**src/rtl/chunked_adder_if.sv**
```systemverilog
// Handshake and operand/result bundle for chunked_adder.
// master = operand source / result consumer, slave = the adder.
interface chunked_adder_if #(
  parameter int WIDTH = 32
);
  logic             in_valid;
  logic             in_ready;
  logic [WIDTH-1:0] a;
  logic [WIDTH-1:0] b;
  logic             cin;
  logic             sub;
  logic             out_valid;
  logic             out_ready;
  logic [WIDTH-1:0] sum;
  logic             cout;
  logic             overflow;

  modport master (
    output in_valid, a, b, cin, sub, out_ready,
    input  in_ready, out_valid, sum, cout, overflow
  );

  modport slave (
    input  in_valid, a, b, cin, sub, out_ready,
    output in_ready, out_valid, sum, cout, overflow
  );
endinterface

```
**src/rtl/chunked_adder.sv**
```systemverilog
// Multi-cycle adder/subtractor: CHUNK bits per clock, LSB chunk first,
// with a registered carry between chunks. Subtract is a + ~b + ~cin.
module chunked_adder #(
  parameter int WIDTH = 32,
  parameter int CHUNK = 8
) (
  input  logic           clk,
  input  logic           rst_n,
  chunked_adder_if.slave bus
);
  localparam int NCHUNK = WIDTH / CHUNK;
  localparam int CW     = (NCHUNK > 1) ? $clog2(NCHUNK) : 1;

  generate
    if ((CHUNK < 1) || (WIDTH % CHUNK != 0)) begin : g_bad_chunk
      $error("chunked_adder: WIDTH must be a multiple of CHUNK");
    end
  endgenerate

  typedef enum logic [1:0] {IDLE, ADD, DONE} state_t;

  state_t           state_q;
  logic [CW-1:0]    cnt_q;
  logic             carry_q;
  logic [WIDTH-1:0] a_q, b_q, sum_q;
  logic             cout_q, ovf_q;

  logic [CHUNK-1:0] a_chunk, b_chunk;
  logic [CHUNK:0]   chunk_d;
  logic             msb_cin_d;
  logic             last_d;
  int unsigned      base_d;

  // Current chunk add; carry into the top bit is recovered from the sum bit.
  always_comb begin
    base_d    = 32'(cnt_q) * 32'(CHUNK);
    a_chunk   = a_q[base_d +: CHUNK];
    b_chunk   = b_q[base_d +: CHUNK];
    chunk_d   = {1'b0, a_chunk} + {1'b0, b_chunk} + {{CHUNK{1'b0}}, carry_q};
    msb_cin_d = a_chunk[CHUNK-1] ^ b_chunk[CHUNK-1] ^ chunk_d[CHUNK-1];
    last_d    = (cnt_q == CW'(NCHUNK - 1));
  end

  // Control FSM with operand, carry and result registers.
  always_ff @(posedge clk or negedge rst_n) begin
    if (!rst_n) begin
      state_q <= IDLE;
      cnt_q   <= '0;
      carry_q <= 1'b0;
      a_q     <= '0;
      b_q     <= '0;
      sum_q   <= '0;
      cout_q  <= 1'b0;
      ovf_q   <= 1'b0;
    end else begin
      case (state_q)
        IDLE: begin
          if (bus.in_valid) begin
            a_q     <= bus.a;
            b_q     <= bus.sub ? ~bus.b : bus.b;
            carry_q <= bus.cin ^ bus.sub;
            cnt_q   <= '0;
            state_q <= ADD;
          end
        end
        ADD: begin
          sum_q[base_d +: CHUNK] <= chunk_d[CHUNK-1:0];
          carry_q                <= chunk_d[CHUNK];
          if (last_d) begin
            cout_q  <= chunk_d[CHUNK];
            ovf_q   <= msb_cin_d ^ chunk_d[CHUNK];
            state_q <= DONE;
          end else begin
            cnt_q <= cnt_q + 1'b1;
          end
        end
        DONE: begin
          if (bus.out_ready) state_q <= IDLE;
        end
        default: state_q <= IDLE;
      endcase
    end
  end

  assign bus.in_ready  = (state_q == IDLE);
  assign bus.out_valid = (state_q == DONE);
  assign bus.sum       = sum_q;
  assign bus.cout      = cout_q;
  assign bus.overflow  = ovf_q;
endmodule
```
**src/flat_wrapper.sv**
```systemverilog
// flat-port wrapper written by rule: the top's interface ports become plain ports
module chunked_adder_flat 
#(
  parameter int WIDTH = 32,
  parameter int CHUNK = 8
)
  (clk, rst_n, bus_in_valid, bus_a, bus_b, bus_cin, bus_sub, bus_out_ready, bus_in_ready, bus_out_valid, bus_sum, bus_cout, bus_overflow);
  chunked_adder_if #(.WIDTH(WIDTH)) bus_i ();
  input  logic clk;
  input  logic rst_n;
  input wire logic [$bits(bus_i.in_valid)-1:0] bus_in_valid;
  input wire logic [$bits(bus_i.a)-1:0] bus_a;
  input wire logic [$bits(bus_i.b)-1:0] bus_b;
  input wire logic [$bits(bus_i.cin)-1:0] bus_cin;
  input wire logic [$bits(bus_i.sub)-1:0] bus_sub;
  input wire logic [$bits(bus_i.out_ready)-1:0] bus_out_ready;
  output wire logic [$bits(bus_i.in_ready)-1:0] bus_in_ready;
  output wire logic [$bits(bus_i.out_valid)-1:0] bus_out_valid;
  output wire logic [$bits(bus_i.sum)-1:0] bus_sum;
  output wire logic [$bits(bus_i.cout)-1:0] bus_cout;
  output wire logic [$bits(bus_i.overflow)-1:0] bus_overflow;
  assign bus_i.in_valid = bus_in_valid;
  assign bus_i.a = bus_a;
  assign bus_i.b = bus_b;
  assign bus_i.cin = bus_cin;
  assign bus_i.sub = bus_sub;
  assign bus_i.out_ready = bus_out_ready;
  assign bus_in_ready = bus_i.in_ready;
  assign bus_out_valid = bus_i.out_valid;
  assign bus_sum = bus_i.sum;
  assign bus_cout = bus_i.cout;
  assign bus_overflow = bus_i.overflow;
  chunked_adder #(.WIDTH(WIDTH), .CHUNK(CHUNK)) u_core (.clk(clk), .rst_n(rst_n), .bus(bus_i));
endmodule
```
**config.mk**
```make
export PLATFORM = sky130hd
export DESIGN_NAME = chunked_adder_flat
export DESIGN_NICKNAME = d
export VERILOG_FILES = /design/src/rtl/chunked_adder_if.sv /design/src/rtl/chunked_adder.sv /design/src/flat_wrapper.sv
export SDC_FILE = /design/constraint.sdc
export NUM_CORES = 1
export LEC_CHECK = 0
export BUFFER_PORTS_ARGS = -buffer_cell sky130_fd_sc_hd__buf_4
export CAP_MARGIN = 20
export CORE_MARGIN = 3
export CORE_UTILIZATION = 50
export DETAILED_ROUTE_END_ITERATION = 12
export GPL_TIMING_DRIVEN = 1
export PLACE_DENSITY = 0.73
export RECOVER_POWER = 50
export SLEW_MARGIN = 10
export SYNTH_ARGS = -nofsm -noshare
export SYNTH_HDL_FRONTEND = slang
export SYNTH_SLANG_ARGS = --single-unit
```
**constraint.sdc**
```tcl
create_clock -name clk -period 3.7 [get_ports clk]
set_input_delay 0.185 -clock clk [delete_from_list [all_inputs] [get_ports clk]]
set_output_delay 0.185 -clock clk [all_outputs]
set_load 0.01 [all_outputs]
```
== After elaboration in Yosys (flattened, before gate mapping) ==
Index checks and enable logic that the tools add are counted.

* Multiplexer cells: 11
* Equal/unequal tests: 7
* Shift-type cells: 4
* Add/subtract/negate cells: 4
* Reductions and logical operators: 7
* Bitwise operators: 5

{| class="wikitable"
|+ Operator list
! kind !! count
|-
| $shiftx A32 B6 Y8 || 2
|-
| $neg A5 Y34 || 1
|-
| $shift A8 B34 Y32 const A || 1
|-
| $shiftx A8 B34 Y32 || 1
|-
| $bwmux W32 || 1
|-
| $mux W32 || 1
|-
| $not A32 Y32 || 1
|-
| $mux W2 || 5
|-
| $add A8 B8 Y9 || 1
|-
| $add A9 B1 Y9 || 1
|-
| $ne A2 B2 Y1 const B || 3
|-
| $pmux W2 S3 || 1
|-
| $reduce_and A2 Y1 || 3
|-
| $reduce_and A3 Y1 || 2
|-
| $eq A2 B2 Y1 const B || 2
|-
| $pmux W2 S2 || 1
|-
| $xor A1 B1 Y1 || 4
|-
| $add A2 B1 Y2 const B || 1
|-
| $eq A2 B1 Y1 const B || 1
|-
| $logic_not A2 Y1 || 1
|-
| $ne A2 B1 Y1 const B || 1
|-
| $pmux W1 S2 || 1
|-
| $reduce_bool A2 Y1 || 1
|-
| $mux W1 || 1
|}

* Word-level logic and storage cells: 46
* Output and inout port bits: 36
* Bits of input ports: 70
* Register bits after elaboration: 103

== Logic depth before layout (Yosys ltp) ==
Gate-level depths: netlist (run 1).

* Depth in word-level cells: 5
* Depth in mapped cells: 10
* Gate-level depth less buffers: 8

== Worst setup path before layout (run 1) ==
OpenSTA, ideal clock, no wires.

* Kind: flip-flop to flip-flop
* Start point: register u_core.cnt_q[0]
* End point: register u_core.ovf_q (netlist: u_core.bus.overflow)
* Required time: 3.577 ns
* Setup time: 0.123 ns
* Clock period less this slack: 3.259 ns
* Path buffers: 2
* Stages on the path, launching flop included: 11
* Arrival: 3.136 ns
* Slack: 0.441 ns
* Cell sequence: dfrtp_1 > buf_6 > buf_2 > mux4_2 > fa_1 > fa_1 > nand3_1 > a21oi_1 > o41ai_1 > xor2_1 > o21ai_1

* Word-level cells in the longest chain between the ends: 5
* Elaborated cells on any way between the ends: 9
* Classes of those cells: add/sub: 2; eq/ne: 1; shift: 2; bitwise: 3; reduce/logical: 1

{| class="wikitable"
|+ RTL lines
! what !! line !! RTL
|-
| from (decl) || chunked_adder.sv:23 || <nowiki>logic [CW-1:0] cnt_q;</nowiki>
|-
| from (signal assigned) || chunked_adder.sv:74 || <nowiki>cnt_q <= cnt_q + 1'b1;</nowiki>
|-
| $shiftx A32 B6 Y8, on equally long branches || chunked_adder.sv:37, chunked_adder.sv:38 ||
|-
| $add A8 B8 Y9 || chunked_adder.sv:39 || <nowiki>chunk_d = {1'b0, a_chunk} + {1'b0, b_chunk} + {{CHUNK{1'b0}}, carry_q};</nowiki>
|-
| $add A9 B1 Y9 || chunked_adder.sv:39 ||
|-
| $xor A1 B1 Y1 || chunked_adder.sv:40 || <nowiki>msb_cin_d = a_chunk[CHUNK-1] ^ b_chunk[CHUNK-1] ^ chunk_d[CHUNK-1];</nowiki>
|-
| $xor A1 B1 Y1 || chunked_adder.sv:71 || <nowiki>ovf_q <= msb_cin_d ^ chunk_d[CHUNK];</nowiki>
|-
| to (signal assigned) || chunked_adder.sv:71 ||
|-
| to (decl) || chunked_adder.sv:26 || <nowiki>logic cout_q, ovf_q;</nowiki>
|}

Several ways; a longest one is shown, not always the timed one.
A chain may end at the register's enable or synchronous reset.

== Worst setup path after layout (run 1) ==
Ends and elaborated chain as after synthesis.

==> report_table.html, run 1 <==
<table>
<tr><th>Metric</th><th>Value</th></tr>
<tr><th colspan="2">Outcome</th></tr>
<tr><td>Outcome</td><td>completed</td></tr>
<tr><th colspan="2">CTS</th></tr>
<tr><td>Max Buffers Root-to-Sink</td><td>2</td></tr>
<tr><td>Clock-pin slew reported for the worst setup and hold paths after clock tree synthesis</td><td>0.10 ns</td></tr>
<tr><td>Clock latency of the later-clocked register in the worst-skew pair</td><td>0.36 ns</td></tr>
<tr><td>Setup Fix Bufs, Post-CTS</td><td>0</td></tr>
<tr><td>CTS tree</td><td>yes</td></tr>
<tr><td>CTS buffer count</td><td>9</td></tr>
<tr><td>Clock root buffer</td><td>clkbuf_8</td></tr>
<tr><td>Maximum level of the CTS H-tree</td><td>3</td></tr>
<tr><td>Number of resized instances in the post-cts repair step</td><td>0</td></tr>
<tr><td>Number of buffers added to fix hold violations after cts</td><td>0</td></tr>
<tr><td>Number of sinks handled by clock tree synthesis</td><td>103</td></tr>
<tr><th colspan="2">STA</th></tr>
<tr><td>Unrepaired setup endpoints after global routing</td><td>no</td></tr>
<tr><td>Slew @ Worst Pin</td><td>1.40 ns</td></tr>
<tr><td>TNS Setup</td><td>0 ns</td></tr>
<tr><td>Maximum achievable frequency</td><td>0.316 GHz</td></tr>
<tr><td>Minimum clock period</td><td>3.17 ns</td></tr>
<tr><td>Final hold violation count</td><td>0</td></tr>
<tr><td>Clock tree skew after final layout</td><td>0.0122 ns</td></tr>
<tr><td>Worst hold slack</td><td>0.0394 ns</td></tr>
<tr><td>Setup-failing EPs final</td><td>0</td></tr>
<tr><td>Post-route worst setup slack</td><td>0.532 ns</td></tr>
<tr><td>Max-slew headroom at the worst pin</td><td>6.89%</td></tr>
<tr><td>Period utilization</td><td>85.6%</td></tr>
<tr><td>Max-slew violations</td><td>0</td></tr>
<tr><th colspan="2">Yosys</th></tr>
<tr><td>Synthesized netlist net count</td><td>459</td></tr>
<tr><td>Most area-consuming cells after synthesis</td><td>dfrtp_1 53%, mux2_2 7.4%, mux4_2 7.4%</td></tr>
<tr><td>Sequential area share after synthesis</td><td>52.8%</td></tr>
<tr><td>Cell area after technology mapping</td><td>0.00489 mm²</td></tr>
<tr><td>Number of distinct library cells after synthesis</td><td>37</td></tr>
<tr><td>Number of enable-type register cells in the synthesized netlist</td><td>0</td></tr>
<tr><td>Dominant register cell in the synthesized netlist</td><td>dfrtp_1</td></tr>
<tr><td>Yosys top cell by area</td><td>dfrtp_1</td></tr>
<tr><td>Proportion of synthesized flip-flops having asynchronous set or reset</td><td>100%</td></tr>
<tr><td>Number of synthesized register bits</td><td>103</td></tr>
<tr><td>Area share of the largest cell type after synthesis</td><td>52.8%</td></tr>
<tr><td>Instance count of the mapped netlist</td><td>374</td></tr>
<tr><td>Mean area per synthesized cell</td><td>13.1 µm²</td></tr>
<tr><td>Number of warnings printed during yosys synthesis</td><td>0</td></tr>
<tr><th colspan="2">Route</th></tr>
<tr><td>Initial DRT Pass Iterations</td><td>4</td></tr>
<tr><td>DRT iter0 DRCs</td><td>106</td></tr>
<tr><td>Aggregate routed wire length</td><td>10400 µm</td></tr>
<tr><td>DRC violation count after routing</td><td>0</td></tr>
<tr><td>Vias per cell</td><td>5.42</td></tr>
<tr><td>Average wire per standard cell</td><td>17.0 µm</td></tr>
<tr><td>Count of nets left with antenna violations after detail routing</td><td>0</td></tr>
<tr><td>Total vias in the final route</td><td>3311</td></tr>
<tr><th colspan="2">Critical path</th></tr>
<tr><td>Crit Path Max Fanout</td><td>7</td></tr>
<tr><td>Library cell contributing the largest single delay on the critical path</td><td>mux4_2</td></tr>
<tr><td>Critical path cell sequence</td><td>buf_4, mux4_2, fa_1, fa_1, nand3_1, a21oi_1, o41ai_1, xor2_1, o21ai_1</td></tr>
<tr><td>Endpoint type of the worst setup path</td><td>flip-flop</td></tr>
<tr><td>Top cell family by delay on the critical path</td><td>adder cells</td></tr>
<tr><td>Worst setup path class</td><td>reg -&gt; reg</td></tr>
<tr><td>Arrival time at the worst endpoint</td><td>3.41 ns</td></tr>
<tr><td>Buffers &amp; Inverters on Critical Path</td><td>1</td></tr>
<tr><td>Required time at the endpoint of the critical path</td><td>3.94 ns</td></tr>
<tr><td>Sort of element at the start of the critical path</td><td>flip-flop</td></tr>
<tr><td>Most Frequent Cell on Critical Path</td><td>fa_1</td></tr>
<tr><td>Highest cell delay on the worst timing path</td><td>0.53 ns</td></tr>
<tr><th colspan="2">Global routing</th></tr>
<tr><td>Combined global-route utilization of all metal layers</td><td>19.1%</td></tr>
<tr><td>Global-route track usage on met2</td><td>31.4%</td></tr>
<tr><td>Gr ovfl total</td><td>0</td></tr>
<tr><td>Via count of the first global-routing pass</td><td>3295</td></tr>
<tr><td>Most heavily used metal layer in global routing</td><td>met2</td></tr>
<tr><td>Number of antenna violations at the first check in global routing</td><td>0</td></tr>
<tr><td>First-pass GRT wire length</td><td>16700 µm</td></tr>
<tr><td>Global-route track usage on met1</td><td>25.9%</td></tr>
<tr><td>Met3 track utilization from global routing</td><td>5.00%</td></tr>
<tr><td>Largest net degree at the start of global routing</td><td>84</td></tr>
<tr><th colspan="2">Power</th></tr>
<tr><td>Switching Share</td><td>43.5%</td></tr>
<tr><td>Clk pwr share</td><td>10.8%</td></tr>
<tr><td>Switching power</td><td>2580 µW</td></tr>
<tr><td>Ratio of total power to cell area</td><td>1020 mW/mm²</td></tr>
<tr><td>Maximum vdd drop</td><td>0.518 mV</td></tr>
<tr><td>Sequential Power Share</td><td>33.0%</td></tr>
<tr><td>Leak</td><td>0.00254 µW</td></tr>
<tr><td>Int Power</td><td>3350 µW</td></tr>
<tr><td>Combinational group share of total power</td><td>56.3%</td></tr>
<tr><td>Power, Total</td><td>5930 µW</td></tr>
<tr><th colspan="2">Floorplan</th></tr>
<tr><td>Area enclosed by the die boundary</td><td>0.0110 mm²</td></tr>
<tr><td>Starting density of the core</td><td>52.1%</td></tr>
<tr><td>Die Span X</td><td>105 µm</td></tr>
<tr><td>Count of standard-cell rows</td><td>35</td></tr>
<tr><td>Floorplan core area</td><td>0.00937 mm²</td></tr>
<tr><td>Num ports</td><td>106</td></tr>
<tr><td>Vert. Die Dim</td><td>105 µm</td></tr>
<tr><th colspan="2">Flow run</th></tr>
<tr><td># Max-Cap Violations</td><td>0</td></tr>
<tr><th colspan="2">Finish</th></tr>
<tr><td>Area overhead of the layout relative to synthesis</td><td>19.5%</td></tr>
<tr><td>Final net count</td><td>563</td></tr>
<tr><td>Count of antenna diodes in the layout</td><td>0</td></tr>
<tr><td>Number of inserted filler cells in the final layout</td><td>799</td></tr>
<tr><td>Layout cells sized above 1</td><td>31.1%</td></tr>
<tr><th colspan="2">Worst hold path</th></tr>
<tr><td>Worst min-delay path category</td><td>in -&gt; reg</td></tr>
<tr><th colspan="2">Place</th></tr>
<tr><td>Global placement routability congestion</td><td>0.771</td></tr>
<tr><td>Count of buffers from port buffering</td><td>105</td></tr>
<tr><td>Pre-CTS setup slack</td><td>0.584 ns</td></tr>
<tr><td>HPWL reported at the end of detailed placement</td><td>7680 µm</td></tr>
</table>
[layer usage]
layer | part of all wire, % | vias up | wire length (µm)
li1 | - | 1543 | -
met1 | 44 | 1659 | 4560
met2 | 49 | 101 | 5070
met3 | 6.0 | 8 | 620
met4 | 1.1 | 0 | 110
met5 | 0 | - | 0
[state kept, by name, indices dropped and copies added (netlist names)]
| register | count |
|---|---|
| u_core.a_q | 32 |
| u_core.b_q | 32 |
| u_core.bus.sum | 32 |
| u_core.cnt_q | 2 |
| u_core.state_q | 2 |
| u_core.bus.cout | 1 |
| u_core.bus.overflow | 1 |
| u_core.carry_q | 1 |
[cell usage in the layout, fill, tap and decap left out, types with 2 or more instances in the layout]
cell type,count
nand2b_1,3
dfrtp_1,103
nor4_4,3
inv_1,4
clkinv_4,2
mux4_2,16
ha_1,13
mux2_2,32
nand2_4,3
o21ai_0,4
nor2_1,37
xnor2_1,36
nand2_1,8
a22o_1,32
xor2_1,3
buf_4,76
clkbuf_8,10
a21o_1,2
nor2b_1,2
o21ai_1,2
a21oi_1,36
clkbuf_1,36
fa_1,2
[power groups by stage]
| stage | clock network, µW | registers [µW] | logic, µW |
|---|---|---|---|
| final | 639 | 1950 | 3340 |
| after global routing | 700 | 2020 | 3680 |
| after CTS | 653 | 1960 | 3460 |
| after detailed placement | 0 | 1980 | 3450 |
| after global placement | 0 | 1960 | 3370 |
| after floorplan | 0 | 1950 | 2460 |
[cell type report]
class                           instances  area [µm²]  share of cell area [%]
Sequential cell                       103        2580                    44.1
Multi-Input combinational cell        247        2190                    37.6
Timing Repair Buffer                  113         717                    12.3
Tap cell                              129         161                    2.76
Clock buffer                           11         141                    2.42
Clock inverter                          4        31.3                   0.536
Inverter                                4        15.0                   0.257
[worst paths after layout]
kind / startpoint / end / slack [ns] / cells past startpoint
worst max-delay path: u_core.cnt_q[0] / u_core.bus.overflow / 0.53 / 9
worst min register to register: u_core.bus.sum[19] / u_core.bus.sum[19] / 0.51 / 1
max in group asynchronous: rst_n / u_core.state_q[0] / 0.86 / 4
worst max register to register: u_core.cnt_q[0] / u_core.bus.overflow / 0.53 / 9
worst min-delay path: bus_a[30] / u_core.a_q[30] / 0.04 / 2
min in group asynchronous: rst_n / u_core.bus.sum[31] / 0.63 / 2
[synthesized netlist by cell type, types with 4 or more instances]
| library cell | n |
|---|---|
| dfrtp_1 | 103 |
| xnor2_1 | 36 |
| ha_1 | 13 |
| a22o_1 | 32 |
| mux2_2 | 32 |
| buf_2 | 12 |
| nand2_1 | 8 |
| mux4_2 | 16 |
| nor2_1 | 37 |
| inv_1 | 4 |
| o21ai_0 | 4 |
| a21oi_1 | 36 |
[through the flow]
| stage | area (µm²) | utilization (%) | std cells |
|---|---|---|---|
| CTS | 5950 | 63.5 | 609 |
| global route | 5840 | 62.3 | 611 |
| finish | 5840 | 62.3 | 611 |
| global placement | 5780 | 61.7 | 594 |
| detailed placement | 5780 | 61.7 | 594 |
| floorplan | 4890 | - | 374 |
[logic make-up after synthesis]
family	after synthesis	synth area share, %
flops	103	52.8
compound gates	82	11.3
simple gates	61	7.07
mux	49	15.0
xor+xnor	40	7.32
buf+inv	24	2.38
fa+ha+maj	15	4.15
[worst reg2reg max path: cells and delay by family (launching register included)]
kind            cells  cell delay (ns)
fa+ha+maj           2             0.89
xor+xnor            1             0.22
compound gates      3             0.67
simple gates        1             0.12
mux                 1             0.53
flops               1             0.41
buf+inv             1             0.22
Power figures use the tool's default switching activity.
==> run 2, diff against run 1 <==
--- a/config.mk
+++ b/config.mk
@@ -7,11 +7,13 @@
 export LEC_CHECK = 0
 export BUFFER_PORTS_ARGS = -buffer_cell sky130_fd_sc_hd__buf_4
 export CAP_MARGIN = 20
+export CELL_PAD_IN_SITES_DETAIL_PLACEMENT = 1
+export CELL_PAD_IN_SITES_GLOBAL_PLACEMENT = 2
 export CORE_MARGIN = 3
-export CORE_UTILIZATION = 50
+export CORE_UTILIZATION = 36
 export DETAILED_ROUTE_END_ITERATION = 12
 export GPL_TIMING_DRIVEN = 1
-export PLACE_DENSITY = 0.73
+export PLACE_DENSITY = 0.78
 export RECOVER_POWER = 50
 export SLEW_MARGIN = 10
 export SYNTH_ARGS = -nofsm -noshare
==> report_table.html, run 2 (synthesis gave the netlist of run 1 again) <==
<table>
<tr><th>Metric</th><th>Value</th></tr>
<tr><th colspan="2">Outcome</th></tr>
<tr><td>Outcome</td><td>completed</td></tr>
<tr><th colspan="2">Global routing</th></tr>
<tr><td>Combined global-route utilization of all metal layers</td><td>16.7%</td></tr>
<tr><td>Global-route track usage on met2</td><td>28.4%</td></tr>
<tr><td>Via count of the first global-routing pass</td><td>3647</td></tr>
<tr><td>Most heavily used metal layer in global routing</td><td>met2</td></tr>
<tr><td>Number of antenna violations at the first check in global routing</td><td>0</td></tr>
<tr><td>Gr ovfl total</td><td>0</td></tr>
<tr><td>Met3 track utilization from global routing</td><td>3.69%</td></tr>
<tr><td>Global-route track usage on met1</td><td>22.0%</td></tr>
<tr><td>Largest net degree at the start of global routing</td><td>67</td></tr>
<tr><td>First-pass GRT wire length</td><td>19300 µm</td></tr>
<tr><th colspan="2">CTS</th></tr>
<tr><td>Clock root buffer</td><td>clkbuf_16</td></tr>
<tr><td>Maximum level of the CTS H-tree</td><td>3</td></tr>
<tr><td>Max Buffers Root-to-Sink</td><td>2</td></tr>
<tr><td>Number of resized instances in the post-cts repair step</td><td>0</td></tr>
<tr><td>Clock latency of the later-clocked register in the worst-skew pair</td><td>0.34 ns</td></tr>
<tr><td>Clock-pin slew reported for the worst setup and hold paths after clock tree synthesis</td><td>0.07 ns</td></tr>
<tr><td>Number of sinks handled by clock tree synthesis</td><td>103</td></tr>
<tr><td>CTS buffer count</td><td>9</td></tr>
<tr><td>CTS tree</td><td>yes</td></tr>
<tr><th colspan="2">Finish</th></tr>
<tr><td>Layout cells sized above 1</td><td>30.4%</td></tr>
<tr><td>Commonest cells after routing, fill and taps aside</td><td>103 x dfrtp_1, 72 x buf_4, 39 x clkbuf_1, 37 x nor2_1</td></tr>
<tr><td>Final net count</td><td>562</td></tr>
<tr><td>Number of inserted filler cells in the final layout</td><td>1394</td></tr>
<tr><td>Utilization after layout</td><td>46.8%</td></tr>
<tr><td>Most common cell after layout, fill and taps aside</td><td>dfrtp_1</td></tr>
<tr><td>Sequential cell area</td><td>0.00258 mm²</td></tr>
<tr><td>Multi-input gate area</td><td>0.00219 mm²</td></tr>
<tr><td>Area overhead of the layout relative to synthesis</td><td>23.8%</td></tr>
<tr><td>Count of antenna diodes in the layout</td><td>0</td></tr>
<tr><th colspan="2">Critical path</th></tr>
<tr><td>Crit Reg-Reg Endpoint</td><td>u_core.bus.overflow</td></tr>
<tr><td>Worst setup path class</td><td>reg -&gt; reg</td></tr>
<tr><td>Required time at the endpoint of the critical path</td><td>3.92 ns</td></tr>
<tr><td>Library cell contributing the largest single delay on the critical path</td><td>mux4_2</td></tr>
<tr><td>Highest cell delay on the worst timing path</td><td>0.55 ns</td></tr>
<tr><td>Endpoint type of the worst setup path</td><td>flip-flop</td></tr>
<tr><td>Critical path cell sequence</td><td>mux4_2, fa_1, fa_1, nand3_1, a21oi_1, o41ai_1, xor2_1, o21ai_1</td></tr>
<tr><td>Arrival time at the worst endpoint</td><td>3.35 ns</td></tr>
<tr><td>Startpoint of the worst-slack reg-to-reg timing path</td><td>u_core.cnt_q[0]</td></tr>
<tr><td>Crit Path Max Fanout</td><td>4</td></tr>
<tr><td>Depth of the worst register-to-register path</td><td>8</td></tr>
<tr><td>Sort of element at the start of the critical path</td><td>flip-flop</td></tr>
<tr><td>Top cell family by delay on the critical path</td><td>adder cells</td></tr>
<tr><td>Most Frequent Cell on Critical Path</td><td>fa_1</td></tr>
<tr><td>Setup slack, reg-to-reg</td><td>0.58 ns</td></tr>
<tr><td>Buffers &amp; Inverters on Critical Path</td><td>0</td></tr>
<tr><th colspan="2">Floorplan</th></tr>
<tr><td>Floorplan core area</td><td>0.0129 mm²</td></tr>
<tr><td>Count of standard-cell rows</td><td>41</td></tr>
<tr><td>Vert. Die Dim</td><td>123 µm</td></tr>
<tr><td>Die Span X</td><td>123 µm</td></tr>
<tr><td>Num ports</td><td>106</td></tr>
<tr><td>Starting density of the core</td><td>37.8%</td></tr>
<tr><td>Area enclosed by the die boundary</td><td>0.0150 mm²</td></tr>
<tr><th colspan="2">Route</th></tr>
<tr><td>Aggregate routed wire length</td><td>11700 µm</td></tr>
<tr><td>Count of nets left with antenna violations after detail routing</td><td>0</td></tr>
<tr><td>Average wire per standard cell</td><td>17.9 µm</td></tr>
<tr><td>DRC violation count after routing</td><td>0</td></tr>
<tr><td>DRT iter0 DRCs</td><td>130</td></tr>
<tr><td>Total vias in the final route</td><td>3289</td></tr>
<tr><td>Vias per cell</td><td>5.04</td></tr>
<tr><td>Initial DRT Pass Iterations</td><td>4</td></tr>
<tr><th colspan="2">STA</th></tr>
<tr><td>Period utilization</td><td>84.4%</td></tr>
<tr><td>Unrepaired setup endpoints after global routing</td><td>no</td></tr>
<tr><td>Minimum clock period</td><td>3.12 ns</td></tr>
<tr><td>Final hold violation count</td><td>0</td></tr>
<tr><td>Max-slew headroom at the worst pin</td><td>4.87%</td></tr>
<tr><td>Setup-failing EPs final</td><td>0</td></tr>
<tr><td>Max-slew violations</td><td>0</td></tr>
<tr><td>Slew @ Worst Pin</td><td>1.43 ns</td></tr>
<tr><td>TNS Setup</td><td>0 ns</td></tr>
<tr><td>Clock tree skew after final layout</td><td>0.00761 ns</td></tr>
<tr><td>Maximum achievable frequency</td><td>0.320 GHz</td></tr>
<tr><th colspan="2">Worst hold path</th></tr>
<tr><td>Worst min-delay path category</td><td>in -&gt; reg</td></tr>
<tr><td>Worst Hold Endpoint</td><td>u_core.a_q[30]</td></tr>
<tr><td>Number of instances on the worst hold path</td><td>2</td></tr>
<tr><td>Start point of the worst min-delay path</td><td>bus_a[30]</td></tr>
<tr><th colspan="2">Place</th></tr>
<tr><td>Count of buffers from port buffering</td><td>105</td></tr>
<tr><td>Global placement routability congestion</td><td>0.821</td></tr>
<tr><td>HPWL reported at the end of detailed placement</td><td>8780 µm</td></tr>
<tr><th colspan="2">Power</th></tr>
<tr><td>Power, Total</td><td>6420 µW</td></tr>
<tr><td>Leak</td><td>0.00261 µW</td></tr>
<tr><td>Ratio of total power to cell area</td><td>1060 mW/mm²</td></tr>
<tr><td>Maximum vdd drop</td><td>0.457 mV</td></tr>
<tr><th colspan="2">Flow run</th></tr>
<tr><td># Max-Cap Violations</td><td>0</td></tr>
</table>
[run 2: per-stage QoR]
| step | std cells | cell area (µm²) | hold WS [ns] | setup slack, ns |
|---|---|---|---|---|
| 6_report | 653 | 6050 | 0.0657 | 0.576 |
| 5_1_grt | 653 | 6050 | 0.0637 | 0.433 |
| 4_1_cts | 653 | 6190 | 0.0489 | 0.584 |
| 3_5_place_dp | 637 | 5840 | 0.296 | 0.644 |
| 3_3_place_gp | 637 | 5840 | 0.294 | 0.734 |
| 2_1_floorplan | 374 | 4890 | -0.111 | 0.441 |
[run 2: per-layer routing]
| layer | routed length, µm | vias up |
|---|---|---|
| li1 | - | 1537 |
| met1 | 5010 | 1658 |
| met2 | 5990 | 84 |
| met3 | 595 | 10 |
| met4 | 114 | 0 |
| met5 | 0 | - |
[run 2: where the power goes]
| part | internal [µW] | switching, µW | total, µW |
|---|---|---|---|
| Clock | 695 | 389 | 1080 |
| Sequential | 1660 | 321 | 1980 |
| Combinational | 1420 | 1930 | 3350 |
[run 2: timing repair]
action	in CTS	in global routing
hold buffers	1	0
endpoints found under the hold margin	55	0
setup buffers	0	0
[run 2: area by class of cell]
class,instances,area share [%]
Inverter,4,0.248
Tap cell,172,3.56
Multi-Input combinational cell,247,36.3
Clock inverter,3,1.49
Timing Repair Buffer,112,11.5
Sequential cell,103,42.6
Clock buffer,12,4.24
[run 2: worst max path at each step]
stage / end / startpoint / slack (ns) / depth (start not counted)
floorplan: u_core.bus.overflow / u_core.cnt_q[0] / 0.44 / 10
global placement: u_core.bus.overflow / u_core.cnt_q[0] / 0.73 / 8
detailed placement: u_core.bus.overflow / u_core.cnt_q[0] / 0.64 / 8
CTS: u_core.bus.overflow / u_core.cnt_q[0] / 0.58 / 8
global route: u_core.bus.overflow / u_core.cnt_q[0] / 0.43 / 8
finish: u_core.bus.overflow / u_core.cnt_q[0] / 0.58 / 8
[run 2: worst reg2reg max path, stage by stage, from the launching register on]
cell and delay [ns]:
dfrtp_1 0.45, mux4_2 0.55, fa_1 0.51, fa_1 0.43, nand3_1 0.14, a21oi_1 0.10, o41ai_1 0.53, xor2_1 0.22
o21ai_1 0.08
